File: src/rtl/tetris_pkg.sv
// Shared piece codes, FSM states and the 2x2 piece-shape lookup for the board pipeline.
// Shape bit order: [0] top-left, [1] top-right, [2] bottom-left, [3] bottom-right.
package tetris_pkg;

   typedef enum logic [1:0] {
      PIECE_SINGLE = 2'b00,
      PIECE_HPAIR  = 2'b01,
      PIECE_SQUARE = 2'b10,
      PIECE_L      = 2'b11
   } piece_e;

   typedef enum logic [1:0] {
      ST_IDLE,
      ST_SCAN,
      ST_SPAWN,
      ST_DONE
   } state_e;

   function automatic logic [3:0] piece_shape(input piece_e p);
      logic [3:0] shape;
      case (p)
         PIECE_SINGLE: shape = 4'b0001;
         PIECE_HPAIR:  shape = 4'b0011;
         PIECE_SQUARE: shape = 4'b1111;
         default:      shape = 4'b1101;
      endcase
      return shape;
   endfunction

endpackage

File: src/rtl/spawn_mask_gen.sv
// Combinational spawn mask: places the piece's 2x2 shape in rows 0-1 starting at SPAWN_COL.
// Zero latency, no flow control; shared with the drop logic.
module spawn_mask_gen
   import tetris_pkg::*;
#(
   parameter int COLS      = 4,
   parameter int ROWS      = 8,
   parameter int SPAWN_COL = 1
) (
   input  logic [1:0]           i_piece,
   output logic [ROWS*COLS-1:0] o_mask
);

   logic [3:0] w_shape;

   assign w_shape = piece_shape(piece_e'(i_piece));

   always_comb begin
      o_mask                       = '0;
      o_mask[SPAWN_COL]            = w_shape[0];
      o_mask[SPAWN_COL+1]          = w_shape[1];
      o_mask[COLS+SPAWN_COL]       = w_shape[2];
      o_mask[COLS+SPAWN_COL+1]     = w_shape[3];
   end

endmodule

File: src/rtl/line_clear_engine.sv
// Multi-cycle line clear: scans bottom-up compacting non-full rows, spawns the next piece, flags collision.
// Fixed ROWS+2 cycle latency from start to done; start is dropped while busy.
module line_clear_engine
   import tetris_pkg::*;
#(
   parameter int COLS      = 4,
   parameter int ROWS      = 8,
   parameter int SPAWN_COL = 1,
   parameter int TOTAL_W   = 16
) (
   input  logic                      clka,
   input  logic                      restart,
   input  logic                      start,
   input  logic [ROWS*COLS-1:0]      board_in,
   input  logic [1:0]                curr_piece,
   output logic                      busy,
   output logic                      done,
   output logic [ROWS*COLS-1:0]      board_out,
   output logic [$clog2(ROWS+1)-1:0] lines_cleared,
   output logic                      error,
   output logic                      game_over,
   output logic [TOTAL_W-1:0]        total_lines
);

   localparam int CW = $clog2(ROWS+1);
   localparam int PW = (ROWS > 1) ? $clog2(ROWS) : 1;
   localparam int SW = ((TOTAL_W > CW) ? TOTAL_W : CW) + 1;

   state_e                r_state;
   logic [ROWS*COLS-1:0]  r_src;
   logic [ROWS*COLS-1:0]  r_work;
   logic [PW-1:0]         r_rd_ptr;
   logic [PW-1:0]         r_wr_ptr;
   logic [CW-1:0]         r_cnt;
   logic [1:0]            r_piece;
   logic                  r_err;

   logic [ROWS*COLS-1:0]  w_mask;
   logic                  w_row_full;
   logic [SW-1:0]         w_sum;
   logic [TOTAL_W-1:0]    w_total_next;

   spawn_mask_gen #(
      .COLS      (COLS),
      .ROWS      (ROWS),
      .SPAWN_COL (SPAWN_COL)
   ) u_spawn_mask (
      .i_piece (r_piece),
      .o_mask  (w_mask)
   );

   assign w_row_full   = &r_src[r_rd_ptr*COLS +: COLS];
   assign w_sum        = SW'(total_lines) + SW'(r_cnt);
   assign w_total_next = (w_sum > SW'({TOTAL_W{1'b1}})) ? {TOTAL_W{1'b1}} : w_sum[TOTAL_W-1:0];

   always_ff @(posedge clka) begin
      if (restart) begin
         r_state       <= ST_IDLE;
         r_src         <= '0;
         r_work        <= '0;
         r_rd_ptr      <= '0;
         r_wr_ptr      <= '0;
         r_cnt         <= '0;
         r_piece       <= '0;
         r_err         <= 1'b0;
         busy          <= 1'b0;
         done          <= 1'b0;
         board_out     <= '0;
         lines_cleared <= '0;
         error         <= 1'b0;
         game_over     <= 1'b0;
         total_lines   <= '0;
      end else begin
         done <= 1'b0;
         case (r_state)
            ST_IDLE: begin
               if (start) begin
                  r_src    <= board_in;
                  r_piece  <= curr_piece;
                  r_work   <= '0;
                  r_rd_ptr <= PW'(ROWS-1);
                  r_wr_ptr <= PW'(ROWS-1);
                  r_cnt    <= '0;
                  busy     <= 1'b1;
                  r_state  <= ST_SCAN;
               end
            end
            ST_SCAN: begin
               // Write pointer only advances on survivors, so writes never go below row 0.
               if (w_row_full) begin
                  r_cnt <= r_cnt + CW'(1);
               end else begin
                  r_work[r_wr_ptr*COLS +: COLS] <= r_src[r_rd_ptr*COLS +: COLS];
                  r_wr_ptr                      <= r_wr_ptr - PW'(1);
               end
               if (r_rd_ptr == '0) begin
                  r_state <= ST_SPAWN;
               end else begin
                  r_rd_ptr <= r_rd_ptr - PW'(1);
               end
            end
            ST_SPAWN: begin
               r_err   <= |(w_mask & r_work);
               r_work  <= r_work | w_mask;
               r_state <= ST_DONE;
            end
            ST_DONE: begin
               board_out     <= r_work;
               lines_cleared <= r_cnt;
               error         <= r_err;
               game_over     <= game_over | r_err;
               total_lines   <= w_total_next;
               done          <= 1'b1;
               busy          <= 1'b0;
               r_state       <= ST_IDLE;
            end
            default: r_state <= ST_IDLE;
         endcase
      end
   end

endmodule

File: config.mk
export PLATFORM = sky130hd
export DESIGN_NAME = line_clear_engine
export DESIGN_NICKNAME = d
export VERILOG_FILES = /design/src/rtl/tetris_pkg.sv /design/src/rtl/spawn_mask_gen.sv /design/src/rtl/line_clear_engine.sv
export SDC_FILE = /design/constraint.sdc
export NUM_CORES = 1
export LEC_CHECK = 0
export CORE_MARGIN = 8
export CORE_UTILIZATION = 49
export CTS_CLUSTER_SIZE = 30
export DETAILED_ROUTE_END_ITERATION = 16
export GPL_TIMING_DRIVEN = 0
export HOLD_SLACK_MARGIN = 0.03
export PLACE_DENSITY = 0.74
export REMOVE_ABC_BUFFERS = 1
export SLEW_MARGIN = 20
export SYNTH_ARGS = -nofsm -noshare
export SYNTH_HDL_FRONTEND = slang
export SYNTH_SLANG_ARGS = --single-unit
File: constraint.sdc
create_clock -name clka -period 3.1 [get_ports clka]
set_input_delay 0.775 -clock clka [delete_from_list [all_inputs] [get_ports clka]]
set_output_delay 0.775 -clock clka [all_outputs]
set_load 0.02 [all_outputs]
* Yosys cells after proc, flatten, opt, wreduce, memory -nomap -nowiden
Cells that the tools add are included.
Word-level totals: flip-flop bits (word level) 135, input port bits 37, output and inout port bits 56, word-level logic and storage cells 72
Operators by class: add/subtract/negate cells 5, $lt $le $gt $ge 1, equality and inequality tests 10, shift operators 3, muxes and demuxes 20, bitwise gates (word level) 3, reduce and logical (&&, ||, !) cells 15
Operators with widths (count):
- 32-bit one-hot mux with 3 select lines | 1
- 32-bit two-way mux | 2
- 5-bit negator with 34-bit output | 1
- 4-bit by 34-bit variable shift with 32-bit output, first input constant | 1
- 4-bit by 34-bit indexed part select with 32-bit output | 1
- 7-bit by 32-bit AND with 32-bit output | 1
- 32-bit bitwise mux | 1
- 32-bit by 7-bit bitwise OR with 32-bit output | 1
- 32-bit OR reduction | 1
- 32-bit by 6-bit indexed part select with 4-bit output | 1
- 16-bit by 4-bit adder with 17-bit output | 1
- 17-bit by 16-bit greater-than comparator with 1-bit output, second input constant | 1
- 16-bit two-way mux | 1
- 3-bit one-hot mux with 2 select lines | 2
- 4-bit one-hot mux with 3 select lines | 1
- 3-bit AND reduction | 4
- 2-bit inequality test, second input constant | 5
- 3-bit two-way mux | 3
- 4-bit two-way mux | 2
- 2-bit one-hot mux with 4 select lines | 1
- 4-bit one-hot mux with 2 select lines | 1
- 2-bit == test, second input constant | 3
- 2-bit AND reduction | 3
- 3-bit by 1-bit subtractor with 3-bit output, second input constant | 2
- 11 further kinds | 16

* Longest topological paths before layout
Gate-level depths: netlist of run 1.
depth in word-level cells 5, depth in mapped cells 10, depth with buffers taken out 9

* Cells and area by module
From an unflattened synthesis of run 1, not the netlist that was laid out.
Second synthesis, totals: cells, all modules 747, area, all modules 6597.6 um^2
Modules (own cells, without submodules):
- line_clear_engine | times used 1, cells each 710, area each 6326.1 um^2, sequential area each 2702.6 um^2
- spawn_mask_gen | times used 1, cells each 37, area each 271.5 um^2, sequential area each 0.0 um^2

* Least setup slack after synthesis of run 1
No wires, ideal clock.
path kind register to register, from register total_lines[0], to register total_lines[1], setup time 91 ps, arrival 2204 ps, data required time 3009 ps, setup slack 805 ps, cell stages (with the launch flop) 9, buffers on the path 0, clock period less this slack 2295 ps, path through dfxtp_1 ha_1 inv_1 fa_1 nor2b_1 o21a_1 nor2_1 or4_1 a311oi_1
Between the ends: longest elaborated chain between the ends 3
RTL lines:
- start, declared | RTL line line_clear_engine.sv:22 | output logic [TOTAL_W-1:0] total_lines
- start signal, assigned | RTL line line_clear_engine.sv:112 | total_lines <= w_total_next;
- 16-bit by 4-bit adder with 17-bit output (*) | RTL line line_clear_engine.sv:53 | assign w_sum = SW'(total_lines) + SW'(r_cnt);
- 17-bit by 16-bit greater-than comparator with 1-bit output | RTL line line_clear_engine.sv:54 | assign w_total_next = (w_sum > SW'({TOTAL_W{1'b1}})) ? {TOTAL_W{1'b1}} : w_sum[TOTAL_W-1:0];
- 16-bit two-way mux (*) | RTL line line_clear_engine.sv:54
Every way passes the cells marked *; elsewhere a longest branch is shown, timed or not. A chain may end at the register's enable or synchronous reset.

* Worst setup path after layout of run 1
from register r_rd_ptr[1], to register r_work[17]
Between the ends: longest elaborated chain between the ends 5, elaborated cells on any way between the ends 8, classes of those cells eq/ne: 1; shift: 2; mux: 3; reduce/logical: 2
RTL lines:
- start, declared | RTL line line_clear_engine.sv:32 | logic [PW-1:0] r_rd_ptr;
- start signal, assigned | RTL line line_clear_engine.sv:81 | r_rd_ptr <= PW'(ROWS-1);
- start signal, assigned | RTL line line_clear_engine.sv:99 | r_rd_ptr <= r_rd_ptr - PW'(1);
- 32-bit by 6-bit indexed part select with 4-bit output (*) | RTL line line_clear_engine.sv:52, line_clear_engine.sv:93
- 4-bit by 34-bit indexed part select with 32-bit output | RTL line line_clear_engine.sv:93 | r_work[r_wr_ptr*COLS +: COLS] <= r_src[r_rd_ptr*COLS +: COLS];
- 32-bit bitwise mux | RTL line line_clear_engine.sv:93
- 32-bit two-way mux | RTL line line_clear_engine.sv:90 | if (w_row_full) begin
- 32-bit one-hot mux with 3 select lines | RTL line line_clear_engine.sv:75 | case (r_state)
- end signal, assigned by index | RTL line line_clear_engine.sv:93
- end signal, assigned | RTL line line_clear_engine.sv:104 | r_work <= r_work | w_mask;
- end, declared | RTL line line_clear_engine.sv:31 | logic [ROWS*COLS-1:0] r_work;
Every way passes the cells marked *; elsewhere a longest branch is shown, timed or not. The select of a mux whose other input is x is not followed.

==> results of run 1 <==
[flip-flops by register name, indices dropped and copies added (netlist names)]
| register | cells |
|---|---|
| lines_cleared | 4 |
| game_over | 1 |
| board_out | 32 |
| r_wr_ptr | 3 |
| r_err | 1 |
| total_lines | 16 |
| done | 1 |
| r_state | 2 |
| error | 1 |
| r_cnt | 4 |
| busy | 1 |
| r_work | 32 |
| r_src | 32 |
| r_rd_ptr | 3 |
| r_piece | 2 |
[cell usage after synthesis, types with 2 or more instances]
library cell	count	area, µm²
o31ai_1	3	22.5
and3_1	3	18.8
nand4_1	7	43.8
mux4_2	2	45.0
nand2b_1	12	75.1
mux4_1	4	105
o21a_1	7	52.6
a31oi_1	9	56.3
mux2_2	2	22.5
ha_1	16	200
buf_2	2	10.0
a211oi_1	8	60.1
a21oi_1	54	270
nor2b_1	5	31.3
o22a_1	5	43.8
clkbuf_1	28	105
o32ai_1	5	43.8
mux2i_2	2	27.5
nand2_1	91	342
or2_1	2	12.5
inv_1	21	78.8
nand4b_1	2	17.5
mux2i_1	40	400
buf_6	3	33.8
o21bai_1	3	22.5
o21ai_1	2	10.0
a311oi_1	8	70.1
or3_1	4	25.0
a21o_1	3	22.5
xnor2_1	9	78.8
nor4_1	3	18.8
nand3b_1	3	22.5
o2bb2ai_1	12	105
nor2_1	88	330
dfxtp_1	135	2700
o21ai_0	16	80.1
nor4b_1	4	35.0
buf_1	2	7.51
and2_1	3	18.8
o22ai_1	3	18.8
xor2_1	2	17.5
nor3_1	7	35.0
a22o_1	4	35.0
nand3_1	7	35.0
[what timing repair did]
action | CTS | global route
gates resized for setup | 0 | 1
hold buffers | 0 | 0
setup endpoints to repair | 0 | 22
setup buffers | 0 | 0
[routing by layer]
metal	part of all wire, %	vias up	wire length (µm)	track usage (%)
met3	6.6	17	893	5.40
met1	45	2330	6130	20.5
met4	1.6	0	217	6.44
met5	0	-	0	0
met2	46	134	6270	28.1
li1	-	2503	-	-
[cell type report]
| type | instances | area, µm² |
|---|---|---|
| clock inverter | 8 | 97.6 |
| multi-input combinational | 474 | 3030 |
| tap | 147 | 184 |
| inverter | 21 | 78.8 |
| fill | 994 | 4420 |
| timing repair buffer | 94 | 966 |
| sequential | 135 | 2700 |
| clock buffer | 23 | 478 |
[final timing paths]
path	from	endpoint	slack [ns]	depth (start not counted)
setup reg to reg	r_rd_ptr[1]	r_work[17]	0.19	6
hold reg to reg	r_src[0]	r_src[0]	0.45	2
setup / recovery	r_rd_ptr[1]	r_work[17]	0.19	6
hold / removal	r_src[0]	r_src[0]	0.45	2
[worst max-delay path: stages, from the launching register on]
cell and delay (ns):
dfxtp_1 0.56, mux4_1 0.65, mux2i_2 0.44, or2_1 0.32
or2_2 0.36, a21oi_1 0.21, o22a_1 0.26
[logic make-up after synthesis]
group                    after synthesis
buffers and inverters                 58
XOR/XNOR                              11
flip-flops                           135
AND/OR/NAND/NOR                      248
AO/OA/AOI/OAI                        148
adder cells (fa/ha/maj)               17
multiplexers                          50
[through the flow]
| step | power, mW | cells |
|---|---|---|
| 6_report | 5.72 | 902 |
| 5_1_grt | 6.06 | 902 |
| 4_1_cts | 5.74 | 902 |
| 3_5_place_dp | 3.78 | 871 |
| 3_3_place_gp | 3.72 | 869 |
| 2_1_floorplan | 3.29 | 630 |
[power by group]
part           switching (mW)  internal [mW]
Clock                   0.710           1.24
Sequential              0.167           1.89
Combinational            1.07          0.640
Total                    1.95           3.77
==> metrics, run 1 <==
All-Layer GR Usage=17.1%; fin worst setup slack=0.194 ns; layout cells sized above 1=6.09%; Netlist cell types=60; Power Density=759 nW/µm²; area fraction in compound gates after synthesis=16.2%; clk slew on worst S/H paths=0.06 ns; # nets final=797; Initial Util=49.9%; H-tree depth=4; peak supply drop=0.000368 V; die height=126 µm; Setup CP Type=reg -> reg; Lkg Pwr=2.67 nW; min Tclk post-route=2.91 ns; Initial DRT Pass Iterations=4; port buffer count=92; # IOs=93; first-pass GRT wire length=22.9 mm; Mean Syn Cell Area=8.95 µm²; CTS tree=done; vias per cell=5.53; CORE AREA=12,000 µm²; hold_ws=0.453 ns; pin count of the biggest net entering global routing=68; # diodes=0; initial antenna violation count=0; worst-path fanout max=14; Clock Path Buffers=2; Remaining DRCs=0; top_reg_cell synth=dfxtp_1; overflow left after global routing=0; Achievable Freq=0.344 GHz; RSZ-0062 raised after global routing=no; area growth from synthesis to final layout=26.3%; final WL=13.5 mm; post-route setup TNS=0 ns; synthesized instance count=667; commonest non-fill, non-tap cell in the layout=dfxtp_1; sequential share of the synthesized area=45.3%; Post-Synth XOR/XNOR Area=1.61%; adder-cell share of the synthesized area=3.69%; Sink Count=135; Final period util=93.7%; row count=40; worst path required time=3.40 ns; simple-gate share of the synthesized area=18.9%; Setup crit end kind=flip-flop; final instance area=7540 µm²; Avg WL per Cell=15.0 µm; DP Worst Slack=-0.286 ns; total die area=16,000 µm²; antenna-violating nets left=0; Worst Setup Start Kind=flip-flop; Worst-Skew Late Latency=0.41 ns; post-layout util=63.0%; Syn. warnings=0; Die X=126 µm; Seq cells post-synth=135; final hold vios=0; CP arrival=3.20 ns; Hold WC Path Type=reg -> reg; area post-placement=6960 µm²; # setup viols final=0; ys async rst share=0%; Max-Cap Viols=0; root buffer cell=clkbuf_16; post-synthesis mux area share=10.1%; vias=4,984; Clock Skew=0.00597 ns; Inserted Clock Buffers=17; GP Congestion=0.868; Final HPWL DP=9.43 mm; Post-synth EDFFs=0; status=complete, no violations; Post-Syn Area=5970 µm²; Initial DRC Count=279; Worst-Margin Slew=0.810 ns; largest family of logic cells by synthesized area=simple AND/OR/NAND/NOR gates; max-slew violation count=0; number of global-route vias before repair=4,923; most frequent cells in the layout=dfxtp_1, clkdlybuf4s50_1, nand2_1, nor2_1, a21oi_1; Rel. slew slack=45.7%
No activity file was read; power rests on OpenSTA's default activity.
==> run 2: changes to the inputs <==
--- a/config.mk
+++ b/config.mk
@@ -11,7 +11,7 @@
 export DETAILED_ROUTE_END_ITERATION = 16
 export GPL_TIMING_DRIVEN = 0
 export HOLD_SLACK_MARGIN = 0.03
-export PLACE_DENSITY = 0.74
+export PLACE_DENSITY = 0.72
 export REMOVE_ABC_BUFFERS = 1
 export SLEW_MARGIN = 20
 export SYNTH_ARGS = -nofsm -noshare
==> run 2 against run 1 <==
Design area up 1.0%; maximum frequency fell by 0.29%; highest routed layer unchanged; combinational power about the same; power up 4.6%; die area stayed put.
==> metrics, run 2 (synthesized netlist as in run 1, its figures left out) <==
Remaining DRCs=0; CP arrival=3.22 ns; total die area=16,000 µm²; Final period util=94.0%; GP Congestion=0.869; final hold vios=0; DP Worst Slack=-0.277 ns; status=complete, no violations; Sink Count=135; Buf/Inv on CP=0; hold_ws=0.453 ns; Inserted Clock Buffers=17; Avg WL per Cell=15.2 µm; Initial DRT Pass Iterations=5; Hold Buf Count CTS=0; pin count of the biggest net entering global routing=68; vias=4,987; commonest non-fill, non-tap cell in the layout=dfxtp_1; Clock Skew=0.00700 ns; Initial Util=49.9%; Worst Setup Start Kind=flip-flop; worst path required time=3.41 ns; port buffer count=92; CORE AREA=12,000 µm²; clk slew on worst S/H paths=0.06 ns; Achievable Freq=0.343 GHz; Power Density=786 nW/µm²; layout cells sized above 1=6.61%; crit-path cells=mux4_1, mux2i_2, or2_1, or2_2, a21oi_1, a22o_1; first-pass GRT wire length=23.0 mm; # nets final=797; # diodes=0; Regs by FF count=board_out x32, r_src x32, r_work x32; final WL=13.8 mm; R2R depth=6; # setup viols final=0; row count=40; Hold Path Cell Cnt=2; Final HPWL DP=9.61 mm; Lkg Pwr=2.70 nW; overflow left after global routing=0; All-Layer GR Usage=17.3%; antenna-violating nets left=0; initial antenna violation count=0; Max-Cap Viols=0; area growth from synthesis to final layout=27.6%; number of global-route vias before repair=4,973; peak supply drop=0.000402 V; critical path's largest stage delay=0.67 ns; # fillers=1,002; cell count along the critical path=6; most frequent cells in the layout=dfxtp_1, clkdlybuf4s50_1, nand2_1, nor2_1, a21oi_1; H-tree depth=4; Clock Path Buffers=2; RSZ-0062 raised after global routing=no; fin worst setup slack=0.185 ns; CTS tree=done; vias per cell=5.52; Rel. slew slack=44.1%; Die X=126 µm; max-slew violation count=0; Initial DRC Count=410; Setup CP Type=reg -> reg; root buffer cell=clkbuf_16; Worst-Skew Late Latency=0.41 ns; Critical-path top delay cell=mux4_1; # IOs=93; Worst-Margin Slew=0.833 ns; min Tclk post-route=2.91 ns; worst-path fanout max=14; Hold WC Path Type=reg -> reg; Setup crit end kind=flip-flop; Largest delay share family, worst path=multiplexers; die height=126 µm
-- run 2: changes by cell type in the layout (fill, tap and decap cells not counted), sizes merged --
cell / before / now
inv: 21 / 23
clkinv: 3 / 4
clkinvlp: 3 / 4
clkbuf: 23 / 17
bufinv: 2 / 5
-- run 2: final timing paths --
| check | slack (ns) | from | end |
|---|---|---|---|
| worst min-delay path | 0.45 | r_src[11] | r_src[11] |
| worst min register to register | 0.45 | r_src[11] | r_src[11] |
| worst max register to register | 0.19 | r_rd_ptr[1] | r_work[24] |
| worst max-delay path | 0.19 | r_rd_ptr[1] | r_work[24] |
-- run 2: power by group --
group / switching (mW) / leakage, nW / internal [mW]
Clock: 0.764 / 0.306 / 1.43
Sequential: 0.169 / 1.09 / 1.89
Combinational: 1.09 / 1.30 / 0.641
-- run 2: per-layer routing --
layer / global-route usage (%) / part of all wire, % / vias up
li1: - / - / 2501
met1: 20.0 / 44 / 2338
met2: 29.1 / 48 / 136
met3: 5.95 / 6.6 / 12
met4: 6.65 / 1.0 / 0
met5: 0 / 0 / -
-- run 2: metrics by stage --
| stage | instance area [µm²] | TNS [ns] | utilization [%] | power [mW] | instances |
|---|---|---|---|---|---|
| 6_report | 7620 | 0 | 63.7 | 5.98 | 903 |
| 5_1_grt | 7620 | 0 | 63.7 | 6.33 | 903 |
| 2_1_floorplan | 5790 | -2.86 | - | 3.29 | 630 |
| 3_5_place_dp | 6960 | -0.952 | 58.2 | 3.80 | 871 |
| 3_3_place_gp | 6900 | -222.71 | 57.7 | 3.73 | 869 |
| 4_1_cts | 7610 | 0 | 63.7 | 6.01 | 903 |
-- run 2: repair_timing --
item | in CTS | in global routing
setup endpoints to repair | 8 | 0
buffers inserted | 0 | 0
gates resized for setup | 1 | 0
-- run 2: worst reg2reg max path, cell delays in order (launching register included) --
cell and delay [ns]:
dfxtp_1 0.57, mux4_1 0.68, mux2i_2 0.44, or2_1 0.31, or2_2 0.36, a21oi_1 0.20
a22o_1 0.26
-- run 2: final cells by class --
class	count	area, µm²	share of cell area (%)
clock buffers	17	425	5.58
clock inverters	15	225	2.96
inverters	21	78.8	1.03
multi-input cells	474	3030	39.8
flip-flops and latches	135	2700	35.5
well taps	147	184	2.41
repair buffers	94	970	12.7
==> run 3: changes to the inputs <==
--- a/config.mk
+++ b/config.mk
@@ -12,7 +12,7 @@
 export GPL_TIMING_DRIVEN = 0
 export HOLD_SLACK_MARGIN = 0.03
 export PLACE_DENSITY = 0.72
-export REMOVE_ABC_BUFFERS = 1
+export SKIP_LAST_GASP = 1
 export SLEW_MARGIN = 20
 export SYNTH_ARGS = -nofsm -noshare
 export SYNTH_HDL_FRONTEND = slang
==> run 3 against run 2 <==
Design area up 1.1%; sequential cell count unchanged; critical endpoint is now board_out[31]; register-to-register slack better by 0.21 ns; sequential share of layout area down 0.40 points; non-clock buffer count up 35; routed wire length up 16%; die area unchanged; first-iteration DRC count up 11%; largest power group unchanged; via count up 5.9%; sequential power down 2%; cell count up 3.8%.
==> metrics, run 3 (synthesized netlist as in run 1, its figures left out) <==
# IOs=93; post-layout util=64.4%; post-CTS resize count=0; H-tree depth=4; Hold WC Path Type=reg -> reg; number of global-route vias before repair=5,299; Hold EP=r_src[11]; antenna-violating nets left=0; fin worst setup slack=0.228 ns; post-route setup TNS=0 ns; CTS tree=done; Mapped Nets=721; Lkg Pwr=2.74 nW; Worst-Margin Slew=0.869 ns; R2R depth=10; Regs by FF count=board_out x32, r_src x32, r_work x32; Final period util=92.6%; postcts setup bufs=0; CORE AREA=12,000 µm²; Placed Cells=906; Rel. slew slack=42.1%; worst path required time=3.37 ns; root buffer cell=clkbuf_16; most frequent cells in the layout=dfxtp_1, clkdlybuf4s50_1, nand2_1, nor2_1, a21oi_1; Remaining DRCs=0; Setup crit end kind=flip-flop; Initial DRT Pass Iterations=5; max-slew violation count=0; row count=40; All-Layer GR Usage=20.2%; clk slew on worst S/H paths=0.06 ns; peak supply drop=0.000417 V; min Tclk post-route=2.87 ns; Sink Count=135; reg-to-reg slack, setup=0.40 ns; GP Congestion=0.877; pin count of the biggest net entering global routing=17; # diodes=0; # fillers=988; Setup CP Type=in -> reg; Worst-Skew Late Latency=0.42 ns; RSZ-0062 raised after global routing=no; Initial DRC Count=454; port buffer count=92; final WL=16.0 mm; # setup viols final=0; DP Worst Slack=-0.189 ns; CP arrival=3.15 ns; vias=5,283; commonest non-fill, non-tap cell in the layout=dfxtp_1; Power Density=784 nW/µm²; Inserted Clock Buffers=17; hold_ws=0.455 ns; Die X=126 µm; fin cells=937; Worst Setup Start Kind=input pin; footprint of the multi-input gates=3010 µm²; Final HPWL DP=11.6 mm; worst-path fanout max=10; Avg WL per Cell=17.0 µm; Hold Path Cell Cnt=2; Initial Util=49.9%; die height=126 µm; Max-Cap Viols=0; hold wc startpoint=r_src[11]; reg2reg end=r_work[3]; FF/Latch Area=2700 µm²; layout cells sized above 1=6.08%; area growth from synthesis to final layout=29.0%; overflow left after global routing=0; # nets final=832; Achievable Freq=0.348 GHz; Hold Buf Count CTS=0; status=complete, no violations; first-pass GRT wire length=26.2 mm; total die area=16,000 µm²; vias per cell=5.64; Clock Skew=0.00840 ns; RR Startpoint=r_rd_ptr[1]; final hold vios=0; Clock Path Buffers=2; initial antenna violation count=0
-- run 3: cell count changes in the layout (fill, tap and decap cells not counted), sizes merged --
cell	change
clkbuf	+30
buf	+6
inv	-2
bufinv	-1
clkdlybuf4s50	+1
clkinv	-1
clkinvlp	+1
-- run 3: routing by layer --
| layer | track usage, % | part of all wire, % |
|---|---|---|
| met4 | 7.15 | 1.6 |
| met2 | 34.1 | 48 |
| met5 | 0 | 0 |
| met1 | 24.4 | 45 |
| met3 | 5.15 | 5.2 |
-- run 3: area by class of cell --
cell class,count,share of cell area (%)
Tap cell,147,2.39
Clock inverter,12,2.29
Inverter,21,1.02
Timing Repair Buffer,92,11.9
Sequential cell,135,35.1
Buffer,37,2.32
Multi-Input combinational cell,474,39.1
Clock buffer,19,5.88
-- run 3: worst max path at each step --
stage / from / to / slack, ns
global route: restart / board_out[31] / 0.19
CTS: restart / board_out[31] / 0.26
finish: restart / board_out[31] / 0.23
global placement: restart / board_out[27] / -0.1
floorplan: total_lines[0] / total_lines[1] / 0.80
detailed placement: restart / board_out[31] / -0.19
-- run 3: critical path, stage by stage --
cell and delay (ns):
clkdlybuf4s50_1 0.59, clkbuf_1 0.49, clkbuf_1 0.58, clkbuf_1 0.57, nor2_1 0.13
-- run 3: through the flow --
stage	total power, mW	cell area [µm²]
3_5_place_dp	3.89	7080
2_1_floorplan	3.37	5970
5_1_grt	6.34	7710
3_3_place_gp	3.82	7080
4_1_cts	6.03	7710
6_report	6.04	7710
-- run 3: where the power goes --
part	total [mW]	switching [mW]	internal, mW
Clock	2.14	0.757	1.38
Sequential	2.01	0.116	1.89
Combinational	1.90	1.22	0.675
==> variant 1: new RTL, config.mk and constraints of run 2 <==
Set the parameter `TOTAL_W` to 14 (it was 16).
--- a/src/rtl/line_clear_engine.sv
+++ b/src/rtl/line_clear_engine.sv
@@ -8,3 +8,3 @@
    parameter int SPAWN_COL = 1,
-   parameter int TOTAL_W   = 16
+   parameter int TOTAL_W   = 14
 ) (
Ports: changed (resized total_lines); port bits go from 93 to 91. The function was not compared with the original's and may differ.
==> variant 1 against run 2 <==
Clock skew rose by 2.8 ps. Via count increased by 2.2%. Synthesized area decreased by 1.0%. Worst setup slack improved by 99 ps. Sequential share of layout area increased by 0.11 points. Sequential cell count fell by 2. Clock power shrank 11%. Wire length up 4.9%. Total power down 0.78%. Worst hold slack got worse by 0.54 ps. Die area is 0.88% lower. Design area shrank 1.8%. First-iteration DRC count decreased by 14%.
==> variant 1: results (changes against run 2) <==
STA
  – Max Clock Skew: 9.80 ps (+2.80 ps)
  – Actual slew at the worst max-slew pin: 1010 ps (+174 ps)

Worst setup path
  – Critical Path Max Stage Delay: 710 ps (+40 ps)
  – CP arrival: 3120 ps (-100 ps)
  – CP max FO: 11 (-3)
  – RR Endpoint: r_work[25]
  – R2R Setup Slk: 280 ps (+100 ps)
  – Max stage delay cell, worst path: dfxtp_1

Detailed routing
  – Final WL: 14,400 microns (+4.9%)
  – Drt initial violations: 354 (-14%)
  – Via density per instance: 5.62 (+1.7%)
  – Routed wl met2: 6840 microns (+3.0%)
  – Met3 Wirelength: 810 microns (-11%)

Logic synthesis
  – Mean Syn Cell Area: 8.77 sq um (-2.0%)
  – Xor/xnor share of the synthesized area: 0.0148 (-0.00132)
  – Seq cells post-synth: 133 (-1.5%)
  – Synth Area in Compound Gates: 0.159 (-0.00238)
  – Multiplexer share of the synthesized area: 0.105 (+0.00420)
  – Post-synthesis cell type count: 53 (-12%)
  – Post-synth top cells: 133 x dfxtp_1, 107 x nand2_1, 75 x nor2_1

Final layout
  – Number of clock buffers in the layout: 26 (+9)
  – ClkCell Share: 0.0761 (-0.00931)
  – Multi-input gates: 477 (+0.63%)
  – Layout cells sized above 1: 0.0592 (-0.00693)
  – Non-clock buffer share: 0.126 (-0.000857)
  – Register area: 2660 sq um (-1.5%)
  – Fraction of area in multi-input gates: 0.403 (+0.00491)
  – Inverters: 28 (+33%)
  – Nets@finish: 804 (+0.88%)

Hold path
  – Hold wc startpoint: r_src[28]
  – Hold Path End: r_src[28]

Power
  – Leak pwr: 2.62 nW (-3.0%)

Global route
  – GRT Total Usage: 0.182 (+0.00881)
  – Largest net degree at the start of global routing: 81 (+19%)
  – Met1 GRT Util: 0.223 (+0.0238)
  – First-pass GRT wire length: 23,800 microns (+3.7%)

Placement
  – Detail Placement HPWL: 9990 microns (+4.0%)
  – Placed insts: 877 (+0.69%)
  – DP Worst Slack: -175 ps (+101 ps)
  – Port Buffers: 90 (-2.2%)

Clock tree
  – CTS resizes: 0 (-1)

Status
  – Status: completed
==> variant 1: changes by cell type after synthesis, moves of 5 or more <==
cell,delta
o22a_1,-5
o21a_1,-5
nand2_1,+16
o2bb2ai_1,-8
o32ai_1,+13
a211oi_1,-5
nor2_1,-13
inv_1,+7
a31oi_1,-5
nand3_1,+12
==> variant 1: worst max path at each step <==
stage / from / endpoint / slack [ps] / cells after the start
floorplan: r_state[0] / total_lines[8] / -50 / 6
global placement: restart / r_work[0] / -3760 / 5
detailed placement: start / r_rd_ptr[0] / -180 / 6
CTS: r_state[0] / r_cnt[2] / 270 / 6
global route: r_rd_ptr[0] / r_work[25] / 140 / 6
finish: r_rd_ptr[0] / r_work[25] / 280 / 6
==> variant 1: power groups by stage <==
stage	combinational [W]	sequential [W]	clock [W]
6_report	0.00194	0.00205	0.00194
5_1_grt	0.00216	0.00208	0.00205
4_1_cts	0.00193	0.00205	0.00197
3_5_place_dp	0.00192	0.00208	0
3_3_place_gp	0.00188	0.00207	0
2_1_floorplan	0.00139	0.00205	0
==> variant 2: new RTL, flow settings as in run 2 <==
Without the edit above. Add an input register stage for `restart`, `start`, `board_in` and `curr_piece`; this delays them by one clock. Comments in the files are not updated.
--- a/src/rtl/line_clear_engine.sv
+++ b/src/rtl/line_clear_engine.sv
@@ -27,2 +27,14 @@
    localparam int SW = ((TOTAL_W > CW) ? TOTAL_W : CW) + 1;
+
+   logic restart_q;
+   logic start_q;
+   logic [ROWS*COLS-1:0] board_q;
+   logic [1:0] curr_piece_q;
+
+   always_ff @(posedge clka) begin
+      restart_q    <= restart;
+      start_q      <= start;
+      board_q      <= board_in;
+      curr_piece_q <= curr_piece;
+   end
 
@@ -56,3 +68,3 @@
    always_ff @(posedge clka) begin
-      if (restart) begin
+      if (restart_q) begin
          r_state       <= ST_IDLE;
@@ -76,5 +88,5 @@
             ST_IDLE: begin
-               if (start) begin
-                  r_src    <= board_in;
-                  r_piece  <= curr_piece;
+               if (start_q) begin
+                  r_src    <= board_q;
+                  r_piece  <= curr_piece_q;
                   r_work   <= '0;
Behaviour: not the same (a bounded check fails within 4 cycles, from zero or initial values).
==> variant 2 against run 2 <==
First-iteration DRC count down 19%. Highest routed layer unchanged. Wire length is 15% higher. Combinational power increased by 12%. Die area up 16%. Via count grew 12%. Sequential power grew 25%. Sequential cell count up 36. Global-route usage about the same. Worst hold slack worse by 19 ps. Total power increased by 8.2%. Worst setup slack better by 12 ps. Synthesized area rose by 18%. Design area increased by 13%.
==> variant 2: results (changes against run 2) <==
Clock tree
  – CTS Buffer Depth: 2 (unchanged)
  – # H-tree levels: 4 (unchanged)
  – Clock root buffer: clkbuf_16
  – Clk slew on worst S/H paths: 60 ps (about the same)
  – Num CTS Buffers: 17 (unchanged)
  – Setup bufs post-CTS: 0 (unchanged)
  – CTS resizes: 0 (-1)
  – Worst-Skew Late Latency: 430 ps (+20 ps)

Global route
  – Vias in the first global route: 5,522 (+11%)
  – Routing usage on met3: 0.0517 (-0.00775)
  – First-pass GRT wire length: 26,200 microns (+14%)
  – GR Util met2: 0.293 (+0.00262)
  – Largest net degree at the start of global routing: 77 (+13%)
  – Initial antenna violation count: 0 (unchanged)
  – GRT Total Usage: 0.174 (+0.000204)
  – Met1 GRT Util: 0.204 (+0.00399)

Worst setup path
  – CP arrival: 3190 ps (-30 ps)
  – CP max FO: 17 (+3)

Detailed routing
  – Via count: 5,603 (+12%)
  – Final WL: 15,800 microns (+15%)
  – Drt pass-1 iters: 5 (unchanged)
  – Drt initial violations: 331 (-19%)

Logic synthesis
  – Post-synth top cells: 171 x dfxtp_1, 92 x nand2_1, 63 x nor2_1
  – Post-synthesis cell type count: 63 (+5.0%)
  – Asr flop ratio synth: 0 (unchanged)
  – Post-synthesis sequential area ratio: 0.484 (+0.0317)
  – Synth area leaders: dfxtp_1 48%, mux2i_1 5.4%, nand2_1 4.9%, a21oi_1 3.7%, nor2_1 3.3%
  – Synth warn: 0 (unchanged)

Placement
  – DP Area: 8080 sq um (+16%)
  – Detail Placement HPWL: 11,000 microns (+14%)
  – Port Buffers: 92 (unchanged)
  – GPL Wtd Cong: 0.818 (-5.8%)
  – DP Worst Slack: 186 ps (+463 ps)

Hold path
  – Hold crit path type: flop to flop

STA
  – Actual slew at the worst max-slew pin: 997 ps (+164 ps)
  – Max Clock Skew: 8.57 ps (+1.57 ps)
  – Hold Vio Cnt, Final: 0 (unchanged)

Final layout
  – Nets@finish: 871 (+9.3%)
  – Layout cells sized above 1: 0.0869 (+0.0207)
  – ANT cells: 0 (unchanged)

Status
  – Status: completed

Power
  – Max VDD drop: 424 uV (+5.5%)
  – Leak pwr: 2.96 nW (+9.6%)
==> variant 2: cell count changes after synthesis, sizes merged, moves of 7 or more <==
cell     change
dfxtp       +36
nor2        -24
nand3       +21
a211oi      +20
inv         +17
buf         +12
o2bb2ai     -12
nand2b       -9
o211ai       +9
a22oi        +7
==> variant 2: layout make-up <==
class / instances / area [sq um]
Clock inverter: 13 / 110
Inverter: 40 / 150
Clock buffer: 18 / 439
Timing Repair Buffer: 95 / 983
Tap cell: 184 / 230
Fill cell: 1225 / 5670
Sequential cell: 171 / 3430
Multi-Input combinational cell: 492 / 3300
==> variant 2: through the flow <==
step                cells  setup TNS (ps)
CTS                  1013               0
detailed placement    982               0
finish               1013               0
floorplan             703           -7390
global route         1013               0
global placement      979          -54270
==> variant 2: final timing paths <==
path                             startpoint    endpoint  slack, ps  cells past startpoint
worst max-delay path            r_rd_ptr[1]  r_work[25]        200                      6
worst max register to register  r_rd_ptr[1]  r_work[25]        200                      6
worst min register to register  board_q[27]   r_src[27]        430                      2
worst min-delay path            board_q[27]   r_src[27]        430                      2
==> variant 2: report_power, final <==
part | internal, W | leakage [nW] | switching (W) | total, W
sequential | 0.00240 | 1.40 | 0.000178 | 0.00257
clock | 0.00106 | 0.266 | 0.000903 | 0.00196
combinational | 0.000699 | 1.30 | 0.00124 | 0.00194
==> variant 2: metal layers <==
metal  share of wire  vias up  wire (microns)
met5               0        -               0
met4           0.015        0             238
met3           0.064       20            1010
met2            0.49      174            7710
met1            0.43     2614            6870
li1                -     2795               -
==> variant 2: cells by family after synthesis <==
group | after synthesis | share of synthesized area
xor gates and xnor gates | 7 | 0.00867
muxes | 52 | 0.0952
and+or+nand+nor | 250 | 0.166
adders and majority gates | 17 | 0.0312
DFF | 171 | 0.484
AOI/OAI and AO/OA | 166 | 0.161
buffers and inverters | 89 | 0.0533
==> variant 2: worst max-delay path, stage by stage, from the launching register on <==
cell,delay [ps]
dfxtp_1,540
mux4_2,600
mux2i_4,460
nor4_4,160
o31ai_4,700
buf_8,240
a211oi_2,50
